`src/rtl/text2word.sv`:
```
// Streaming ASCII hex/decimal number parser: one character per cycle in, one word per token out.
// Result is valid the cycle after the delimiter; input stalls (in_ready=0) while a result waits.
module text2word #(
    parameter int WIDTH     = 16,
    parameter bit RADIX_HEX = 1'b1
) (
    input  logic             clk,
    input  logic             rst,
    input  logic             in_valid,
    output logic             in_ready,
    input  logic [7:0]       in_char,
    output logic             out_valid,
    input  logic             out_ready,
    output logic [WIDTH-1:0] out_value,
    output logic             out_err,
    output logic [7:0]       out_len
);

    typedef enum logic [1:0] {
        ST_IDLE,
        ST_ACCUM,
        ST_ERR,
        ST_OUT
    } state_t;

    state_t           state_q, state_d;
    logic [WIDTH-1:0] acc_q, acc_d;
    logic [7:0]       len_q, len_d;
    logic [WIDTH-1:0] out_value_q, out_value_d;
    logic             out_err_q, out_err_d;
    logic [7:0]       out_len_q, out_len_d;

    logic             is_digit;
    logic             is_delim;
    logic [3:0]       digit_val;
    logic [WIDTH+3:0] acc_ext;
    logic [WIDTH+3:0] scaled;
    logic [WIDTH+3:0] next_val;
    logic             overflow;
    logic [7:0]       len_inc;
    logic             accept;

    // Character classification
    always_comb begin
        is_digit  = 1'b0;
        is_delim  = 1'b0;
        digit_val = 4'd0;
        if (in_char >= 8'h30 && in_char <= 8'h39) begin
            is_digit  = 1'b1;
            digit_val = in_char[3:0];
        end else if (RADIX_HEX &&
                     ((in_char >= 8'h41 && in_char <= 8'h46) ||
                      (in_char >= 8'h61 && in_char <= 8'h66))) begin
            // 'A'/'a' have low nibble 1, so +9 yields 10..15
            is_digit  = 1'b1;
            digit_val = in_char[3:0] + 4'd9;
        end
        is_delim = (in_char == 8'h20) || (in_char == 8'h0D) ||
                   (in_char == 8'h0A) || (in_char == 8'h2C);
    end

    // acc*R + d carried in four extra bits so overflow is visible in the top nibble
    always_comb begin
        acc_ext  = {4'b0000, acc_q};
        scaled   = RADIX_HEX ? (acc_ext << 4) : ((acc_ext << 3) + (acc_ext << 1));
        next_val = scaled + {{WIDTH{1'b0}}, digit_val};
        overflow = |next_val[WIDTH+3:WIDTH];
        len_inc  = (len_q == 8'hFF) ? 8'hFF : len_q + 8'd1;
    end

    assign in_ready  = (state_q != ST_OUT);
    assign out_valid = (state_q == ST_OUT);
    assign accept    = in_valid && in_ready;

    assign out_value = out_value_q;
    assign out_err   = out_err_q;
    assign out_len   = out_len_q;

    always_comb begin
        state_d     = state_q;
        acc_d       = acc_q;
        len_d       = len_q;
        out_value_d = out_value_q;
        out_err_d   = out_err_q;
        out_len_d   = out_len_q;
        case (state_q)
            ST_IDLE: begin
                if (accept) begin
                    if (is_digit) begin
                        acc_d   = WIDTH'(digit_val);
                        len_d   = 8'd1;
                        state_d = ST_ACCUM;
                    end else if (!is_delim) begin
                        len_d   = 8'd0;
                        state_d = ST_ERR;
                    end
                end
            end
            ST_ACCUM: begin
                if (accept) begin
                    if (is_digit) begin
                        // The overflowing digit still counts toward the token length
                        len_d = len_inc;
                        if (overflow) begin
                            state_d = ST_ERR;
                        end else begin
                            acc_d = next_val[WIDTH-1:0];
                        end
                    end else if (is_delim) begin
                        out_value_d = acc_q;
                        out_err_d   = 1'b0;
                        out_len_d   = len_q;
                        state_d     = ST_OUT;
                    end else begin
                        state_d = ST_ERR;
                    end
                end
            end
            ST_ERR: begin
                if (accept) begin
                    if (is_digit) begin
                        len_d = len_inc;
                    end else if (is_delim) begin
                        out_value_d = '0;
                        out_err_d   = 1'b1;
                        out_len_d   = len_q;
                        state_d     = ST_OUT;
                    end
                end
            end
            ST_OUT: begin
                if (out_ready) begin
                    acc_d   = '0;
                    len_d   = 8'd0;
                    state_d = ST_IDLE;
                end
            end
            default: state_d = ST_IDLE;
        endcase
    end

    always_ff @(posedge clk) begin
        if (rst) begin
            state_q     <= ST_IDLE;
            acc_q       <= '0;
            len_q       <= 8'd0;
            out_value_q <= '0;
            out_err_q   <= 1'b0;
            out_len_q   <= 8'd0;
        end else begin
            state_q     <= state_d;
            acc_q       <= acc_d;
            len_q       <= len_d;
            out_value_q <= out_value_d;
            out_err_q   <= out_err_d;
            out_len_q   <= out_len_d;
        end
    end

endmodule

```
`config.mk`:
```
export PLATFORM = sky130hd
export DESIGN_NAME = text2word
export DESIGN_NICKNAME = d
export VERILOG_FILES = /design/src/rtl/text2word.sv
export SDC_FILE = /design/constraint.sdc
export NUM_CORES = 1
export LEC_CHECK = 0
export CAP_MARGIN = 20
export CORE_AREA = 3 3 96 98
export CTS_BUF_LIST = sky130_fd_sc_hd__clkbuf_4
export DETAILED_ROUTE_END_ITERATION = 10
export DIE_AREA = 0 0 99 101
export GPL_TIMING_DRIVEN = 1
export PLACE_DENSITY = 0.47
export SKIP_CTS_REPAIR_TIMING = 1
export SYNTH_ARGS = -nofsm -noshare
export SYNTH_HDL_FRONTEND = slang
export SYNTH_SLANG_ARGS = --single-unit
```
`constraint.sdc`:
```
create_clock -name clk -period 2 [get_ports clk]
set_input_delay 0.4 -clock clk [delete_from_list [all_inputs] [get_ports clk]]
set_output_delay 0.4 -clock clk [all_outputs]
set_load 0.005 [all_outputs]
```
After elaboration in Yosys (flattened, before gate mapping)
Cells that the tools add are included.
{ "word_totals": {"ramBits": 0, "reg_bits": 51, "latch_bits": 0, "input_bits": 12, "romBits": 0, "memories": 0} }
{ "classes": {"n_shift": 0, "add_sub_neg": 3, "reduce_logical": 18, "n_lt_le_gt_ge": 6, "div_mod_pow": 0, "muxes": 45, "multipliers": 0, "eq_ne": 24, "n_bitwise": 1} }
{ "op_table": {"columns": ["op", "count"], "rows": [
  ["16-bit 2-to-1 mux", 12],
  ["8-bit 2-to-1 mux", 7],
  ["16-bit one-hot mux with 3 select lines", 1],
  ["16-bit one-hot mux with 2 select lines", 1],
  ["8-bit one-hot mux with 3 select lines", 1],
  ["2-bit inequality test, second input constant", 11],
  ["20-bit by 4-bit adder with 20-bit output", 1],
  ["2-bit 2-to-1 mux", 10],
  ["8-bit by 4-bit == test with 1-bit output, second input constant", 2],
  ["8-bit by 6-bit == test with 1-bit output, second input constant", 2],
  ["8-bit by 7-bit >= comparator with 1-bit output, second input constant", 2],
  ["8-bit by 7-bit less-or-equal comparator with 1-bit output, second input constant", 2],
  ["7-bit AND reduction", 2],
  ["1-bit 2-to-1 mux", 9],
  ["8-bit by 1-bit adder with 8-bit output, second input constant", 1],
  ["8-bit == test, second input constant", 1],
  ["8-bit by 6-bit >= comparator with 1-bit output, second input constant", 1],
  ["8-bit by 6-bit less-or-equal comparator with 1-bit output, second input constant", 1],
  ["4-bit 2-to-1 mux", 2],
  ["2-bit one-hot mux with 4 select lines", 1],
  ["8-bit AND reduction", 1],
  ["2-bit by 1-bit inequality test with 1-bit output, second input constant", 3],
  ["3-bit inequality test, second input constant", 2],
  ["5-bit AND reduction", 1],
  ["other kinds (13)", 20]
]} }

Depth between registers and ports, before layout
Gate-level depths: netlist (run 1).
{ "logic_depth": {"word_depth": 11, "mapped_depth": 9, "mapped_depth_nobuf": 8} }

Worst setup path after synthesis (run 1)
OpenSTA, ideal clock, no wires.
{ "synth_timing": {"kind": "input port to flip-flop", "from": "input in_char[0]", "to": "register acc_q[10]", "t_arrival_ns": 2.014, "setup_time_ns": 0.059, "path_slack_ns": -0.072, "stages": 9, "path_cell_list": "inv_1 > ha_1 > inv_1 > o311a_1 > nor2_2 > nand2_1 > a31oi_2 > buf_2 > a22o_1"} }
{ "synth_between": {"elab_chain_len": 10} }
{ "synth_lines": {"columns": ["item", "line_no", "rtl"], "rows": [
  ["start, declared", "11", "input logic [7:0] in_char,"],
  ["8-bit by 7-bit >= comparator with 1-bit output, or another cell as far along", "52", "((in_char >= 8'h41 && in_char <= 8'h46) ||"],
  ["1-bit logical AND (on tied branches)", "52, 53", null],
  ["1-bit logical OR", "52", null],
  ["4-bit 2-to-1 mux", "51", "end else if (RADIX_HEX &&"],
  ["4-bit 2-to-1 mux", "48", "if (in_char >= 8'h30 && in_char <= 8'h39) begin"],
  ["20-bit by 4-bit adder with 20-bit output", "66", "next_val = scaled + {{WIDTH{1'b0}}, digit_val};"],
  ["16-bit 2-to-1 mux", "104", "if (overflow) begin"],
  ["16-bit 2-to-1 mux", "101", "if (is_digit) begin"],
  ["16-bit 2-to-1 mux", "100", "if (accept) begin"],
  ["16-bit one-hot mux with 3 select lines", "86", "case (state_q)"],
  ["end signal, assigned", "145", "acc_q <= '0;"],
  ["end signal, assigned", "152", "acc_q <= acc_d;"],
  ["end, declared", "27", "logic [WIDTH-1:0] acc_q, acc_d;"]
]} }
Several ways; a longest one is shown, not always the timed one. The select of a mux whose other input is x is not followed.
A chain may end at the register's enable or synchronous reset.

Worst setup path in the final report (run 1)
{ "layout_timing": {"from": "register state_q[1]", "to": "output out_valid"} }
{ "layout_between": {"elab_chain_len": 1} }
{ "layout_lines": {"columns": ["item", "line_no", "rtl"], "rows": [
  ["start, declared", "26", "state_t state_q, state_d;"],
  ["start signal, assigned", "151", "state_q <= state_d;"],
  ["2-bit == test", "72", "assign out_valid = (state_q == ST_OUT);"],
  ["end, declared", "12", "output logic out_valid,"]
]} }
Every way passes these cells.

==> results.toml, run 1 <==
[sta]
fin_hold_ws_ns = 0.460
setup_ws_ns = 0.0286
tightestPinTransition_ns = 0.299
setup_viol = 0
period_minus_slack_ns = 1.97
max_freq_mhz = 507
rsz0062_at_grt = "true"
slew_headroom_pct = 80.0
hold_viol_final = 0
slew_viol_final = 0
fin_crit_sh_pct = 98.6
skew_ns = 0.0155

[logic_synthesis]
yosys_warnings = 0
ys_ff_latch = 51
synth_compound_area_share_pct = 20.8
syn_nets = 293
synthAdderAreaFrac_pct = 5.04
netlist_instances = 271
ys_seq_area_share_pct = 41.1
synthSimpleGateAreaFrac_pct = 23.3
netlist_area_sq_um = 2480
avgSynthCellArea_sq_um = 9.17
synthMuxAreaShare_pct = 4.63
ys.flop_type = "dfxtp_1"
synth_edf_count = 0
synth_top_family_by_area = "simple AND/OR/NAND/NOR gates"
yosysUniqueCellTypes = 51
synthArstFlopShare_pct = 0
synthXorXnorAreaFrac_pct = 0.705

[cts]
numCtsBuffers = 5
cts_buffer_depth = 2
cts.sinks = 51
htreeDepth = 2
clkTransAtPathRegs_ns = 0.16
cts_tree = "built"
root_buffer = "clkbuf_4"
clk_latency_ns = 0.37

[finish]
n_antenna_cell = 0
instances_no_fill = 466
multi_input_area_sq_um = 1500
final_nets = 379
final_core_util_pct = 42.3
fillers = 870
drive_gt1_share_pct = 27.4
final-seq-area_sq_um = 1030
area_growth_pct = 45.7
fin_area_sq_um = 3620

[global_routing]
grt_pass1_vias = 2079
antenna_found_initial = 0
grt_start_max_net_pins = 22
grt_pass1_wl_um = 10400
grt_usage_pct = 12.7
gr-total-overflow = 0

[pwr]
irDropWorstVdd_v = 0.000323
power_density_nw_per_um2 = 819
p_leak_nw = 1.45

[place]
dpl_worst_slack_ns = -0.840
dpl_cell_area_sq_um = 3300
dp_hpwl_um = 4710
dpl.cell_count = 449
portBuffers = 38
gp_congestion = 0.754

[die]
core_area_sq_um = 8550
start_util_pct = 29.1
die_h_um = 101
num_rows = 34
die_w_um = 99
die_area_sq_um = 10000
ios = 39

[critical_path]
cp-start-kind = "flip-flop"
crit_type = "reg -> out"
worstSetupEndpointType = "output port"
crit_arrival_ns = 1.57
cp_max_fo = 5
worstPathRequired_ns = 1.60

[status]
status = "completed"

[route]
num_vias = 2238
drt-total-wl_um = 6380
ant_nets = 0
drt_iter0_drc = 69
wire_per_inst_um = 13.7
dr.pass1.iters = 4
viasPerCell = 4.80
post-route-drc-count = 0

[run]
cap_viol_max_count = 0

[hold_path]
hp-class = "reg -> reg"
-- flip-flops by register name, indices dropped and copies added, names as in the netlist --
signal,count
acc_q,16
len_q,8
state_q,2
out_value,16
out_len,8
out_err,1
-- cell usage in the layout (no fill, tap or decap), types with 9 or more instances in the layout --
master,Yosys,layout
dfxtp_1,51,49
buf_4,0,47
nand2_1,35,35
clkdlybuf4s50_1,0,29
a21oi_1,23,23
nand3b_1,18,18
nor2_1,16,15
a22o_1,12,12
mux2i_1,10,10
ha_1,10,9
-- routing by layer --
layer	vias up	track usage (%)	wire, um
met5	-	0	0
met4	0	3.99	89
met3	6	2.08	230
met2	45	19.0	2930
met1	1041	18.6	3130
li1	1146	-	-
-- cell type report --
| class | instances | share of cell area [%] |
|---|---|---|
| clock buffers | 5 | 1.04 |
| well taps | 108 | 3.73 |
| flip-flops and latches | 51 | 28.3 |
| repair buffers | 94 | 23.4 |
| clock inverters | 3 | 1.21 |
| multi-input cells | 197 | 41.4 |
| inverters | 8 | 0.830 |
-- critical path, cell delays in order, from the launching register on --
cell and delay (ns):
dfxtp_2 0.38, ha_2 0.21, buf_4 0.12, clkdlybuf4s50_1 0.49
-- final timing paths --
| check | startpoint | slack [ns] | end | cells past startpoint |
|---|---|---|---|---|
| setup / recovery | state_q[1] | 0.03 | out_valid | 3 |
| hold / removal | out_value[9] | 0.46 | out_value[9] | 2 |
| setup reg to reg | state_q[0] | 0.09 | acc_q[3] | 8 |
| hold reg to reg | out_value[9] | 0.46 | out_value[9] | 2 |
-- kinds of logic after synthesis --
logic type,count (synthesis)
adder cells (fa/ha/maj),10
flip-flops,51
AND/OR/NAND/NOR,103
XOR/XNOR,2
AO/OA/AOI/OAI,70
multiplexers,11
buffers and inverters,24
-- report_power, final --
part	internal, mW	switching [mW]	leakage (nW)
Sequential	1.05	0.0272	0.412
Combinational	0.652	0.630	0.995
Clock	0.264	0.336	0.0452
Total	1.97	0.994	1.45
-- Yosys cell counts (all sizes together), types with 3 or more instances --
library cell  number  area [sq um]
a211oi             6          60.1
a21oi             26           141
a22o              12           105
buf                7          47.5
clkbuf             9          33.8
dfxtp             51          1020
ha                10           125
inv                8          30.0
mux2i             10           100
nand2             35           131
nand2b             5          31.3
nand3              5          25.0
nand3b            18           135
nand4              4          25.0
nor2              17          66.3
nor2b              5          31.3
nor3b              3          22.5
nor4               3          40.0
o21ai              8          40.0
o2bb2ai            3          26.3
-- per-stage QoR --
| step | setup TNS, ns | power, mW |
|---|---|---|
| after floorplan | -0.0201 | 1.79 |
| after global placement | -30.94 | 2.21 |
| after detailed placement | -32.05 | 2.20 |
| after CTS | -11.96 | 2.82 |
| after global routing | -0.0761 | 3.16 |
| final | 0 | 2.96 |
(Power assumes the default switching activity.)
==> run 2, diff against run 1 <==
- PLACE_DENSITY: 0.47 -> 0.45
- clock period: 2 -> 1.9 ns (I/O delays scaled with it)
==> run 2 against run 1 <==
  * The run now ends with setup timing left
  * Hold slack got worse by 0.016 ns
  * Sequential share of layout area decreased by 1.4 points
  * Register-to-register slack got worse by 0.11 ns
  * Largest power group unchanged
  * Non-clock buffer count increased by 5
  * Sequential power increased by 6%
  * Die area unchanged
  * First-iteration DRC count increased by 25%
  * Sequential cell count unchanged
  * Utilization increased by 2.3 points
  * Count of clock-buffer cells in the layout unchanged
==> results.toml, run 2 (synthesis gave the netlist of run 1 again) <==
[status]
status = "finished, violations left"
violations = "setup timing"

[finish]
area_growth_pct = 53.5
layout_common_cells = "buf_4, dfxtp_1, nand2_1, clkdlybuf4s50_1, a21oi_1"
drive_gt1_share_pct = 32.4
final_core_util_pct = 44.6
final_nets = 383
n_antenna_cell = 0
final_common_cell = "buf_4"

[critical_path]
worstSetupEndpointType = "flip-flop"
crit_type = "reg -> reg"
cp_top_family = "simple AND/OR/NAND/NOR gates"
path_depth = 8
crit_arrival_ns = 2.24
r2r_cells = 8
crit_slowest_cell = "or4b_4"
crit_buf_inv = 1
cp-start-kind = "flip-flop"
critical-path-max-stage-delay_ns = 0.56
cp_max_fo = 4
worstPathRequired_ns = 2.23
cp_cell_sequence = "buf_6, ha_4, nor2_4, a21oi_2, or2_4, or4b_4, nor3_4, a21o_1"

[cts]
cts.sinks = 51
root_buffer = "clkbuf_4"
cts_buffer_depth = 2
htreeDepth = 2
cts_tree = "built"
clk_latency_ns = 0.37
numCtsBuffers = 5
clkTransAtPathRegs_ns = 0.16

[global_routing]
antenna_found_initial = 0
grt_usage_pct = 13.6
grt_pass1_vias = 2162
gr-total-overflow = 0
grt_pass1_wl_um = 11000
grt_start_max_net_pins = 32

[sta]
max_freq_mhz = 522
period_minus_slack_ns = 1.92
hold_viol_final = 0
skew_ns = 0.0169
slew_headroom_pct = 77.6
setup_viol = 1
fin_crit_sh_pct = 101
tightestPinTransition_ns = 0.332
setup-tns-final_ns = -0.0153
rsz0062_at_grt = "true"
setup_ws_ns = -0.0153
slew_viol_final = 0

[place]
gp_congestion = 0.804
portBuffers = 38
dp_hpwl_um = 4940

[pwr]
p_leak_nw = 1.50
irDropWorstVdd_v = 0.000420
power_density_nw_per_um2 = 901
totalPowerFinal_mw = 3.44

[die]
die_h_um = 101
ios = 39
die_area_sq_um = 10000
start_util_pct = 29.1
num_rows = 34
core_area_sq_um = 8550
die_w_um = 99

[run]
cap_viol_max_count = 0

[route]
ant_nets = 0
wire_per_inst_um = 14.8
dr.pass1.iters = 4
drt_iter0_drc = 86
viasPerCell = 4.81
drt-total-wl_um = 6940
num_vias = 2255
post-route-drc-count = 0

[hold_path]
hold_path_depth = 4
hp-class = "in -> reg"
## run 2: cell types whose count changed in the layout (fill, tap and decap cells not counted), moves of 3 or more
cell | previous run | this run
ha_1 | 9 | 3
ha_4 | 0 | 6
buf_4 | 47 | 50
inv_1 | 7 | 4
## run 2: worst register-to-register path, delay by kind of cell (launching register included)
family / cells / cell delay (ns)
buffers and inverters: 1 / 0.12
adder cells (fa/ha/maj): 1 / 0.16
flip-flops: 1 / 0.40
AO/OA/AOI/OAI: 2 / 0.15
AND/OR/NAND/NOR: 4 / 1.06
## run 2: worst paths after layout
check                       to         start  slack (ns)
setup / recovery      acc_q[3]    state_q[0]       -0.02
hold / removal        acc_q[1]    in_char[1]        0.44
setup reg to reg      acc_q[3]    state_q[0]       -0.02
hold reg to reg   out_value[9]  out_value[9]        0.46
## run 2: layout make-up
type                            count  area [sq um]
Clock buffer                        5          37.5
Clock inverter                      2          37.5
Fill cell                         843          4740
Inverter                            8          33.8
Multi-Input combinational cell    196          1610
Sequential cell                    51          1030
Tap cell                          108           135
Timing Repair Buffer               99           928
## run 2: where the power goes
group          switching [mW]  internal, mW  total, mW
registers              0.0398          1.11       1.15
clock network           0.363         0.270      0.633
logic                   0.768         0.883       1.65
## run 2: per-stage QoR
stage	setup slack [ns]	cell area (sq um)	instances	hold WS, ns
6_report	-0.0153	3810	469	0.445
5_1_grt	-0.0821	3810	469	0.461
4_1_cts	-0.454	3490	460	0.464
3_5_place_dp	-0.883	3420	453	0.444
3_3_place_gp	-0.818	3420	453	0.441
2_1_floorplan	-0.0451	2550	271	0.448
## run 2: metal layers
metal / track usage, % / part of all wire, % / vias to the layer above
met3: 2.42 / 3.2 / 6
met1: 19.6 / 51 / 1057
met5: 0 / 0 / -
li1: - / - / 1151
met4: 3.15 / 0.97 / 0
met2: 21.1 / 45 / 41
==> run 3, diff against run 2 <==
- REMOVE_ABC_BUFFERS: unset -> 1
- SETUP_SLACK_MARGIN: unset -> 0.3
==> run 3 against run 2 <==
  * The run now ends clean
  * Non-clock buffer count rose by 5
  * Sequential power barely moved
  * Combinational power fell by 4%
  * Final area rose by 4.5%
  * Sequential share of layout area fell by 0.34 points
  * First-iteration DRC count fell by 3.5%
  * Global-route usage fell by 1.1 points
  * Count of clock-buffer cells in the layout did not move
  * Critical path depth did not move
  * Critical endpoint unchanged
  * Largest power group unchanged
  * Highest routed layer unchanged
==> results.toml, run 3 (synthesis gave the netlist of run 1 again) <==
[cts]
numCtsBuffers = 5
clk_latency_ns = 0.37
cts_tree = "built"
cts.sinks = 51
cts_buffer_depth = 2
htreeDepth = 2
root_buffer = "clkbuf_4"
clkTransAtPathRegs_ns = 0.15

[finish]
drive_gt1_share_pct = 45.8
fillers = 835
multi_input_area_sq_um = 1640
area_growth_pct = 60.3
fin_area_sq_um = 3980
n_antenna_cell = 0
final-seq-area_sq_um = 1060
instances_no_fill = 475
layout_common_cells = "buf_4, dlymetal6s2s_1, dfxtp_2, nand2_1, dfxtp_1"
final_common_cell = "buf_4"
final_nets = 388

[pwr]
p_clk_share_pct = 18.6
p_int_mw = 2.22
p_sw_share_pct = 34.2
seqPwrFrac_pct = 34.4
irDropWorstVdd_v = 0.000647
power_frac_comb_pct = 47.0
power_density_nw_per_um2 = 847
p_sw_mw = 1.15
p_leak_nw = 2.04

[place]
dpl_cell_area_sq_um = 3300
dpl.cell_count = 449
portBuffers = 38
gp_congestion = 0.790
dp_hpwl_um = 4590

[global_routing]
grt_pass1_wl_um = 10300
grt_usage_pct = 12.5
antenna_found_initial = 0
grt_pass1_vias = 2148
gr-total-overflow = 0
grt_start_max_net_pins = 25

[hold_path]
hp-class = "reg -> reg"
worstHoldEndpoint = "out_value[12]"
hold_path_depth = 2
hold_start = "out_value[12]"

[critical_path]
cp-start-kind = "flip-flop"
worstSetupEndpointType = "flip-flop"
reg2reg_to = "acc_q[3]"
cp_max_fo = 4
crit_type = "reg -> reg"
rr_startpoint = "state_q[1]"
crit_arrival_ns = 2.21
worstPathRequired_ns = 2.22
reg2reg_setup_slack_ns = 0.01
r2r_cells = 8

[die]
die_w_um = 99
ios = 39
die_h_um = 101
start_util_pct = 29.1
die_area_sq_um = 10000
num_rows = 34
core_area_sq_um = 8550

[sta]
hold_viol_final = 0
setup_viol = 0
period_minus_slack_ns = 1.89
slew_headroom_pct = 75.1
fin_crit_sh_pct = 99.4
tightestPinTransition_ns = 0.371
fin_hold_ws_ns = 0.460
slew_viol_final = 0
rsz0062_at_grt = "true"
skew_ns = 0.0172
max_freq_mhz = 530

[run]
cap_viol_max_count = 0

[route]
post-route-drc-count = 0
drt_iter0_drc = 83
drt-total-wl_um = 6500
wire_per_inst_um = 13.7
num_vias = 2310
dr.pass1.iters = 4
ant_nets = 0
viasPerCell = 4.86

[status]
status = "completed"
-- run 3: cell types whose count changed in the layout (fill, tap and decap cells not counted), sizes merged --
cell           delta
buf               +4
clkbuf            +1
clkdlybuf4s50    -26
clkinv            +2
clkinvlp          -2
dlymetal6s2s     +26
inv               +1
-- run 3: cell type report --
cell class / instances / area share [%]
inverter: 8 / 0.817
timing repair buffer: 104 / 25.9
clock buffer: 5 / 0.942
sequential: 51 / 26.6
tap: 108 / 3.39
multi-input combinational: 196 / 41.2
clock inverter: 3 / 1.10
-- run 3: worst max-delay path by stage --
stage,slack (ns),startpoint,cells past startpoint,end
2_1_floorplan,-0.20,in_char[0],8,acc_q[10]
3_3_place_gp,-0.81,in_char[0],8,acc_q[12]
3_5_place_dp,-0.84,in_char[0],8,acc_q[15]
4_1_cts,-0.49,state_q[0],7,acc_q[4]
5_1_grt,-0.08,acc_q[14],8,acc_q[3]
6_report,0.01,state_q[1],8,acc_q[3]
-- run 3: metal layers --
layer / share of wire [%] / track usage [%] / vias up
li1: - / - / 1164
met2: 46 / 19.4 / 37
met3: 3.0 / 1.94 / 7
met4: 1.2 / 3.78 / 0
met5: 0 / 0 / -
met1: 49 / 17.8 / 1102
-- run 3: critical path, cell delays in order, from the launching register on --
cell and delay [ns]:
dfxtp_4 0.41, inv_4 0.05, ha_4 0.16, nor2_4 0.10, a21oi_2 0.06, or2_4 0.25
or4b_4 0.55, nor3_2 0.17, a21o_1 0.09
-- run 3: power groups by stage --
stage,Clock (mW),Combinational [mW],Sequential [mW]
finish,0.628,1.59,1.16
global route,0.701,1.74,1.16
CTS,0.651,1.18,1.13
global placement,0,1.18,1.15
detailed placement,0,1.18,1.15
floorplan,0,0.638,1.15
-- run 3: through the flow --
step                      power, mW  util [%]  setup TNS [ns]  setup slack [ns]
after floorplan                1.79         -           -3.99            -0.198
after global placement         2.33      38.6          -33.23            -0.813
after detailed placement       2.33      38.6          -34.85            -0.841
after CTS                      2.96      39.6          -15.09            -0.486
after global routing           3.60      46.6          -0.385           -0.0841
final                          3.37      46.6               0            0.0119
